==> src/rtl/wide_add_sequencer.sv <==
// wide_add_sequencer: WIDTH-bit add through one CHUNK-bit carry-select slice, LSB chunk first.
// Optional subtract mode and signed-overflow flag under macro WIDE_ADD_SEQ_SUB_EN.
module wide_add_sequencer #(
  parameter int WIDTH = 32,
  parameter int CHUNK = 8
) (
  input  logic             clk,
  input  logic             rst_n,
  input  logic             in_valid,
  output logic             in_ready,
  input  logic [WIDTH-1:0] a,
  input  logic [WIDTH-1:0] b,
  input  logic             cin,
  output logic             out_valid,
  input  logic             out_ready,
  output logic [WIDTH-1:0] sum,
  output logic             cout,
  output logic             busy
`ifdef WIDE_ADD_SEQ_SUB_EN
  ,
  input  logic             op_sub,
  output logic             ovf
`endif
);
  localparam int NCHUNK = WIDTH / CHUNK;
  localparam int IW = (NCHUNK > 1) ? $clog2(NCHUNK) : 1;
  if (WIDTH % CHUNK != 0 || NCHUNK < 2) begin : g_bad_params
    $error("wide_add_sequencer: WIDTH must be a multiple of CHUNK with at least two chunks");
  end
  typedef enum logic [1:0] {IDLE, RUN, DONE} state_t;
  state_t           state_q, state_d;
  logic [WIDTH-1:0] a_q, a_d, b_q, b_d, sum_q, sum_d;
  logic             carry_q, carry_d, cout_q, cout_d;
  logic [IW-1:0]    idx_q, idx_d;
  logic [CHUNK-1:0] ca, cb;
  logic [CHUNK:0]   s0, s1, slice;
  logic             sub_in, last;
`ifdef WIDE_ADD_SEQ_SUB_EN
  assign sub_in = op_sub;
`else
  assign sub_in = 1'b0;
`endif
  // Both carry outcomes are formed up front; the held carry only picks one.
  always_comb begin
    ca = a_q[idx_q*CHUNK +: CHUNK];
    cb = b_q[idx_q*CHUNK +: CHUNK];
    s0 = {1'b0, ca} + {1'b0, cb};
    s1 = {1'b0, ca} + {1'b0, cb} + (CHUNK+1)'(1);
    slice = carry_q ? s1 : s0;
  end
  assign last = idx_q == IW'(NCHUNK - 1);
  always_comb begin
    state_d = state_q;
    a_d = a_q;
    b_d = b_q;
    carry_d = carry_q;
    idx_d = idx_q;
    sum_d = sum_q;
    cout_d = cout_q;
    case (state_q)
      IDLE: if (in_valid) begin
        a_d = a;
        b_d = sub_in ? ~b : b;
        carry_d = sub_in | cin;
        idx_d = '0;
        state_d = RUN;
      end
      RUN: begin
        sum_d[idx_q*CHUNK +: CHUNK] = slice[CHUNK-1:0];
        carry_d = slice[CHUNK];
        idx_d = idx_q + 1'b1;
        if (last) begin
          cout_d = slice[CHUNK];
          state_d = DONE;
        end
      end
      DONE: state_d = out_ready ? IDLE : DONE;
      default: state_d = IDLE;
    endcase
  end
  always_ff @(posedge clk or negedge rst_n) begin
    if (!rst_n) begin
      state_q <= IDLE;
      a_q <= '0;
      b_q <= '0;
      carry_q <= 1'b0;
      idx_q <= '0;
      sum_q <= '0;
      cout_q <= 1'b0;
    end else begin
      state_q <= state_d;
      a_q <= a_d;
      b_q <= b_d;
      carry_q <= carry_d;
      idx_q <= idx_d;
      sum_q <= sum_d;
      cout_q <= cout_d;
    end
  end
`ifdef WIDE_ADD_SEQ_SUB_EN
  logic ovf_q, ovf_d;
  // b_q already holds the effective (possibly inverted) operand, so one rule covers add and sub.
  assign ovf_d = (state_q == RUN && last) ?
                 (a_q[WIDTH-1] == b_q[WIDTH-1]) && (slice[CHUNK-1] != a_q[WIDTH-1]) : ovf_q;
  always_ff @(posedge clk or negedge rst_n) begin
    if (!rst_n) ovf_q <= 1'b0;
    else ovf_q <= ovf_d;
  end
  assign ovf = ovf_q;
`endif
  assign in_ready = state_q == IDLE;
  assign out_valid = state_q == DONE;
  assign busy = state_q != IDLE;
  assign sum = sum_q;
  assign cout = cout_q;
endmodule

==> config.mk <==
export PLATFORM = sky130hd
export DESIGN_NAME = wide_add_sequencer
export DESIGN_NICKNAME = d
export VERILOG_FILES = /design/src/rtl/wide_add_sequencer.sv
export SDC_FILE = /design/constraint.sdc
export NUM_CORES = 1
export LEC_CHECK = 0
export CAP_MARGIN = 20
export CELL_PAD_IN_SITES_DETAIL_PLACEMENT = 0
export CELL_PAD_IN_SITES_GLOBAL_PLACEMENT = 2
export CORE_AREA = 4 4 115 139
export CTS_BUF_LIST = sky130_fd_sc_hd__clkbuf_16
export DETAILED_ROUTE_END_ITERATION = 8
export DIE_AREA = 0 0 119 143
export PLACE_DENSITY_LB_ADDON = 0.1
export SYNTH_ARGS = -nofsm -noshare
export SYNTH_HDL_FRONTEND = slang
export SYNTH_SLANG_ARGS = --single-unit
==> constraint.sdc <==
create_clock -name clk -period 7.1 [get_ports clk]
set_input_delay 1.42 -clock clk [delete_from_list [all_inputs] [get_ports clk]]
set_output_delay 1.42 -clock clk [all_outputs]
set_load 0.01 [all_outputs]
==> out/metrics.cfg, run 1 <==
[outcome]
outcome = finished clean

[layout]
syn_to_final_growth_pct = 32.0
fill_cells = 1468
most-common-layout-cells = sky130_fd_sc_hd__nand2_1, sky130_fd_sc_hd__clkdlybuf4s50_1, sky130_fd_sc_hd__dfrtp_1, sky130_fd_sc_hd__o21ai_0, sky130_fd_sc_hd__mux4_2
layout_commonest_cell = sky130_fd_sc_hd__nand2_1
seq_area_mm2 = 0.00255
layout.core_utilization = 0.427
drive_gt1_frac = 0.0818
multi_input_area_mm2 = 0.00210
num_antenna_cells = 0
nets = 679

[drt]
vias_per_cell = 4.56
detailedRoute.firstIterationViolations = 166
drt_first_pass_iters = 4
ant_nets = 0
drt_wl_total_um = 11700
drc = 0
routedWlPerCell_um = 14.6
vias = 3660

[yosys]
yosys.cell_types.count = 47
ys.warnings.count = 0
synthesis.nets = 581
ys.flop_type = sky130_fd_sc_hd__dfrtp_1
synth-edff-count = 0
synth.cell_area_mm2 = 0.00478
post_synth.cell_area_avg_um2 = 9.65
synth-seq-area-share = 0.533
async_reset_ff_frac = 1.00
synthCells = 496
synth_seq_cells = 102

[setup_path]
slowest_stage = sky130_fd_sc_hd__mux4_2
cp-end-kind = register
setup.worst_path.start_class = register
critical_path.top_delay_family = adder cells
worstPathRequired_ns = 7.30
type_of_the_setup_path_with_the_least_slack = reg -> reg
critical_path_peak_fanout = 24
timing.critical_path.cells = buf_4 > mux4_2 > ha_1 > inv_1 > fa_1 > inv_1 > ha_1 > nand2_1 > or2_2 > nor3_1 > and3_2 > xnor2_1 > o21ai_0
critical_path.n_buffers_inverters = 3
slowest_delay_ns = 0.56
cp_data_arrival_time_ns = 3.64

[clock_tree]
h-tree-depth = 3
clock-sinks = 102
clk_pin_slew_ns = 0.07
tritoncts.num_buffers = 9
clockBufferDepth = 2
postCtsResizedCells = 0
clockRootBuffer = sky130_fd_sc_hd__clkbuf_16
clock_latency_on_the_worst_skew_pair_ns = 0.34
buffer_count_from_post_cts_setup_fixing = 0
hold_buffers = 0
tritoncts = done

[timing]
timing.clock.skew_ns = 0.00781
worst_slew_margin_rel = 0.506
hold_slack_ns = 0.469
number_of_setup_violations_in_the_final_report = 0
setup_slack_ns = 3.66
rsz0062_at_grt = no
min_period_ns = 3.44
timing_max_transition_violations_final = 0
setup-tns-final_ns = 0
timing.final.crit_share = 0.485
timing_worst_slew_pin_value_ns = 0.740
fmaxAchievable_ghz = 0.290
hold_viol_final = 0

[run]
max_cap_viol_count = 0

[power]
total_power_per_unit_cell_area_mw_per_mm2 = 505
design_power_total_mw = 3.19
vdd_drop_max_uv = 200
cellLeakagePower_nw = 2.99

[global_routing]
busiest_layer = met2
grt.overflow.total = 0
grt_use_met2 = 0.248
groute.layer.met3.usage = 0.0214
via_count_of_the_first_global_routing_pass = 3777
met1_track_usage_gr = 0.180
wire_length_of_the_first_global_routing_pass_um = 19100
antenna_found_initial = 0
gr-usage-all-layers = 0.142
maximum_number_of_pins_on_one_net_before_global_route_repair = 69

[floorplanning]
floorplan.initialDensity = 0.324
top_level_i_o_count = 105
floorplan.die.height_um = 143
rows = 49
full_die_area_mm2 = 0.0170
dieWidth_um = 119
design.core.area_mm2 = 0.0148

[placement]
detailedPlacementHpwl_um = 8650
gpl.final_weighted_congestion = 0.751
pre_cts_slack_ns = 3.63
placement.io_buffers = 104

[worst_hold_path]
hold_class = reg -> reg

state kept, by name (all words and copies together) (netlist names):
register / count
sum: 32
state_q: 2
cout: 1
a_q: 32
b_q: 32
carry_q: 1
idx_q: 2
report_power, final:
group	switching, mW	internal, mW	total, mW
logic	1.02	0.763	1.78
registers	0.125	0.827	0.952
clock network	0.215	0.235	0.449
total	1.36	1.82	3.19
Yosys cell counts, types with 2 or more instances:
cell,count,area share
sky130_fd_sc_hd__nand2_1,231,0.18
sky130_fd_sc_hd__dfrtp_1,102,0.53
sky130_fd_sc_hd__o21ai_0,29,0.030
sky130_fd_sc_hd__clkbuf_1,17,0.013
sky130_fd_sc_hd__mux4_2,16,0.075
sky130_fd_sc_hd__ha_1,15,0.039
sky130_fd_sc_hd__inv_1,13,0.010
sky130_fd_sc_hd__xnor2_1,9,0.016
sky130_fd_sc_hd__o31ai_1,6,0.0094
sky130_fd_sc_hd__a22o_1,4,0.0073
sky130_fd_sc_hd__buf_2,3,0.0031
sky130_fd_sc_hd__nand2b_1,3,0.0039
sky130_fd_sc_hd__o21a_1,3,0.0047
sky130_fd_sc_hd__or3_1,3,0.0039
sky130_fd_sc_hd__a21o_1,2,0.0031
sky130_fd_sc_hd__a31oi_1,2,0.0026
sky130_fd_sc_hd__buf_1,2,0.0016
sky130_fd_sc_hd__nand2_2,2,0.0026
sky130_fd_sc_hd__nand3_1,2,0.0021
sky130_fd_sc_hd__nor2_1,2,0.0016
sky130_fd_sc_hd__nor2b_1,2,0.0026
sky130_fd_sc_hd__nor3_1,2,0.0021
sky130_fd_sc_hd__xor2_1,2,0.0037
final timing paths:
| check | from | end | slack (ns) | cells after the start |
|---|---|---|---|---|
| max | idx_q[0] | sum[14] | 3.66 | 13 |
| min | a_q[20] | a_q[20] | 0.47 | 2 |
| max reg2reg | idx_q[0] | sum[14] | 3.66 | 13 |
| min reg2reg | a_q[20] | a_q[20] | 0.47 | 2 |
| max in group asynchronous | rst_n | b_q[11] | 4.85 | 2 |
| min in group asynchronous | rst_n | sum[27] | 1.07 | 1 |
through the flow:
| step | std cells | instance area [µm²] |
|---|---|---|
| after floorplan | 496 | 4780 |
| after global placement | 786 | 6030 |
| after detailed placement | 786 | 6030 |
| after CTS | 802 | 6290 |
| after global routing | 803 | 6310 |
| final | 803 | 6310 |
cell type report:
cell class | instances | area share
Clock buffer | 9 | 0.0357
Clock inverter | 7 | 0.00674
Inverter | 13 | 0.00773
Multi-Input combinational cell | 359 | 0.333
Sequential cell | 102 | 0.404
Tap cell | 204 | 0.0404
Timing Repair Buffer | 109 | 0.172
kinds of logic (layout without fill, tap and decap cells):
| group | after synthesis | count (layout) | synth area share |
|---|---|---|---|
| flip-flops | 102 | 102 | 0.533 |
| buffers and inverters | 35 | 138 | 0.0282 |
| AO/OA/AOI/OAI | 54 | 54 | 0.0719 |
| multiplexers | 17 | 17 | 0.0774 |
| adder cells (fa/ha/maj) | 16 | 16 | 0.0434 |
| XOR/XNOR | 11 | 11 | 0.0201 |
| AND/OR/NAND/NOR | 261 | 261 | 0.225 |
worst register-to-register path, stage by stage, from the launching register on:
cell	delay, ns
sky130_fd_sc_hd__dfrtp_1	0.32
sky130_fd_sc_hd__buf_4	0.37
sky130_fd_sc_hd__mux4_2	0.57
sky130_fd_sc_hd__ha_1	0.23
sky130_fd_sc_hd__inv_1	0.07
sky130_fd_sc_hd__fa_1	0.42
sky130_fd_sc_hd__inv_1	0.09
sky130_fd_sc_hd__ha_1	0.14
sky130_fd_sc_hd__nand2_1	0.07
sky130_fd_sc_hd__or2_2	0.30
sky130_fd_sc_hd__nor3_1	0.17
sky130_fd_sc_hd__and3_2	0.22
sky130_fd_sc_hd__xnor2_1	0.18
sky130_fd_sc_hd__o21ai_0	0.16
metal layers:
metal  wire length (µm)  share of wire
met1               5180           0.44
met2               5900           0.50
met3                418          0.036
met4                189          0.016
met5                  0              0
No activity file was read; power rests on OpenSTA's default activity.
==> inputs of run 2 (changes only) <==
CORE_AREA = 4 4 125 151   (was 4 4 115 139)
DIE_AREA = 0 0 129 155   (was 0 0 119 143)
clock period = 2.9 ns   (was 7.1 ns; I/O delays follow)
==> out/metrics.cfg, run 2 (synthesis results as in run 1) <==
[floorplanning]
dieWidth_um = 129  ; +8.4%
floorplan.initialDensity = 0.275  ; -0.0484
top_level_i_o_count = 105  ; unchanged
full_die_area_mm2 = 0.0200  ; +18%
rows = 53  ; +8.2%
floorplan.die.height_um = 155  ; +8.4%
design.core.area_mm2 = 0.0174  ; +18%

[setup_path]
setup.worst_path.start_class = register
cp_data_arrival_time_ns = 3.18  ; -0.46 ns
cp-end-kind = register
critical_path.top_delay_family = simple AND/OR/NAND/NOR gates
timing.critical_path.cells = mux4_2 > ha_4 > inv_2 > fa_1 > inv_2 > ha_4 > nand2_2 > or2_4 > nor3_2 > and3_4 > and4_1 > o31ai_1
type_of_the_setup_path_with_the_least_slack = reg -> reg
worstPathRequired_ns = 3.14  ; -4.16 ns
critical_path_peak_fanout = 4  ; -83%
slowest_delay_ns = 0.56  ; about the same
critical_path.n_buffers_inverters = 2  ; -1
timing.rr.start = idx_q[0]
cp-startpoint = idx_q[0]
slowest_stage = sky130_fd_sc_hd__mux4_2

[clock_tree]
hold_buffers = 0  ; unchanged
tritoncts.num_buffers = 9  ; unchanged
h-tree-depth = 3  ; unchanged
tritoncts = done
clockBufferDepth = 2  ; unchanged
clock_latency_on_the_worst_skew_pair_ns = 0.35  ; about the same
clk_pin_slew_ns = 0.07  ; about the same
clockRootBuffer = sky130_fd_sc_hd__clkbuf_16
clock-sinks = 102  ; unchanged

[layout]
syn_to_final_growth_pct = 42.1
layout_commonest_cell = sky130_fd_sc_hd__nand2_1
num_antenna_cells = 0  ; unchanged
fill_cells = 1765  ; +20%
most-common-layout-cells = sky130_fd_sc_hd__nand2_1, sky130_fd_sc_hd__clkdlybuf4s50_1, sky130_fd_sc_hd__dfrtp_1, sky130_fd_sc_hd__o21ai_0, sky130_fd_sc_hd__buf_4
nets = 703  ; +3.5%
drive_gt1_frac = 0.157  ; +0.0755

[placement]
pre_cts_slack_ns = -0.152  ; -3.78 ns
gpl.final_weighted_congestion = 0.751  ; about the same
detailedPlacementHpwl_um = 9660  ; +12%
placement.io_buffers = 104  ; unchanged

[drt]
routedWlPerCell_um = 15.1  ; +4.0%
vias = 3745  ; +2.3%
drt_first_pass_iters = 4  ; unchanged
ant_nets = 0  ; unchanged
drc = 0  ; unchanged
vias_per_cell = 4.44  ; -2.5%
drt_wl_total_um = 12800  ; +9.1%
detailedRoute.firstIterationViolations = 162  ; -2.4%

[outcome]
outcome = complete, but fails checks
violations_in_the_final_reports = negative setup slack

[global_routing]
maximum_number_of_pins_on_one_net_before_global_route_repair = 66  ; -4.3%
gr-usage-all-layers = 0.133  ; -0.00948
grt.overflow.total = 0  ; unchanged
via_count_of_the_first_global_routing_pass = 3913  ; +3.6%
wire_length_of_the_first_global_routing_pass_um = 20700  ; +8.4%
antenna_found_initial = 0  ; unchanged

[timing]
setup_slack_ns = -0.0491  ; -3.71 ns
hold_slack_ns = 0.284  ; -0.184 ns
timing_worst_slew_pin_value_ns = 0.762  ; +0.0216 ns
number_of_setup_violations_in_the_final_report = 6  ; +6
timing_max_transition_violations_final = 0  ; unchanged
timing.clock.skew_ns = 0.00615  ; -0.00166 ns
hold_viol_final = 0  ; unchanged
min_period_ns = 2.95  ; -0.494 ns
rsz0062_at_grt = yes
fmaxAchievable_ghz = 0.339  ; +17%
timing.final.crit_share = 1.02  ; +0.532
worst_slew_margin_rel = 0.492  ; -0.0144

[power]
total_power_per_unit_cell_area_mw_per_mm2 = 1430  ; +180%
cellLeakagePower_nw = 3.17  ; +5.9%
design_power_total_mw = 9.71  ; +200%
vdd_drop_max_uv = 610  ; +200%

[worst_hold_path]
hold_class = in -> async

[run]
max_cap_viol_count = 0  ; unchanged

==> run 2: cell types whose count changed in the layout (fill, tap and decap cells not counted), moves of 4 or more <==
cell,previous run,this run
sky130_fd_sc_hd__o31ai_2,0,4
sky130_fd_sc_hd__buf_12,1,6
sky130_fd_sc_hd__o21ai_0,29,22
sky130_fd_sc_hd__ha_1,15,9
sky130_fd_sc_hd__buf_4,5,22
sky130_fd_sc_hd__xnor2_1,9,5
sky130_fd_sc_hd__ha_4,0,5
sky130_fd_sc_hd__o21ai_1,1,8
sky130_fd_sc_hd__o31ai_1,6,1
==> run 2: routing by layer <==
layer  part of all wire  global-route usage
met1               0.43               0.169
met2               0.51               0.221
met3              0.045              0.0309
met4              0.013              0.0435
met5                  0                   0
==> run 2: final timing paths <==
kind,endpoint,slack [ns],cells after the start
min in group clk,b_q[29],0.47,2
worst max-delay path,cout,-0.05,12
max in group asynchronous,idx_q[1],1.89,2
worst min-delay path,a_q[3],0.28,1
worst max register to register,cout,-0.05,12
worst min register to register,b_q[29],0.47,2
==> run 2: what timing repair did <==
item                                    in CTS  in global routing
endpoints found under the setup margin      17                 18
pin swaps                                    2                 12
setup buffers                                0                  4
resized for setup                            6                 28
==> run 2: power breakdown <==
group / switching, mW / internal (mW) / total, mW
sequential: 0.349 / 2.03 / 2.38
combinational: 3.08 / 3.14 / 6.22
clock: 0.540 / 0.576 / 1.12
total: 3.97 / 5.74 / 9.71
==> run 2: through the flow <==
step / utilization / std cells / setup TNS [ns] / instance area, µm²
2_1_floorplan: - / 496 / -1.52 / 4830
3_3_place_gp: 0.361 / 823 / -0.200 / 6270
3_5_place_dp: 0.361 / 823 / -1.02 / 6270
4_1_cts: 0.378 / 839 / -0.123 / 6560
5_1_grt: 0.391 / 843 / -1.39 / 6800
6_report: 0.391 / 843 / -0.128 / 6800
==> run 2: final cells by class <==
| type | count | area (µm²) | share of cell area |
|---|---|---|---|
| repair buffers | 133 | 1340 | 0.197 |
| inverters | 13 | 48.8 | 0.00718 |
| multi-input cells | 359 | 2310 | 0.340 |
| clock buffers | 9 | 225 | 0.0331 |
| clock inverters | 7 | 41.3 | 0.00607 |
| flip-flops and latches | 102 | 2550 | 0.376 |
| well taps | 220 | 275 | 0.0405 |
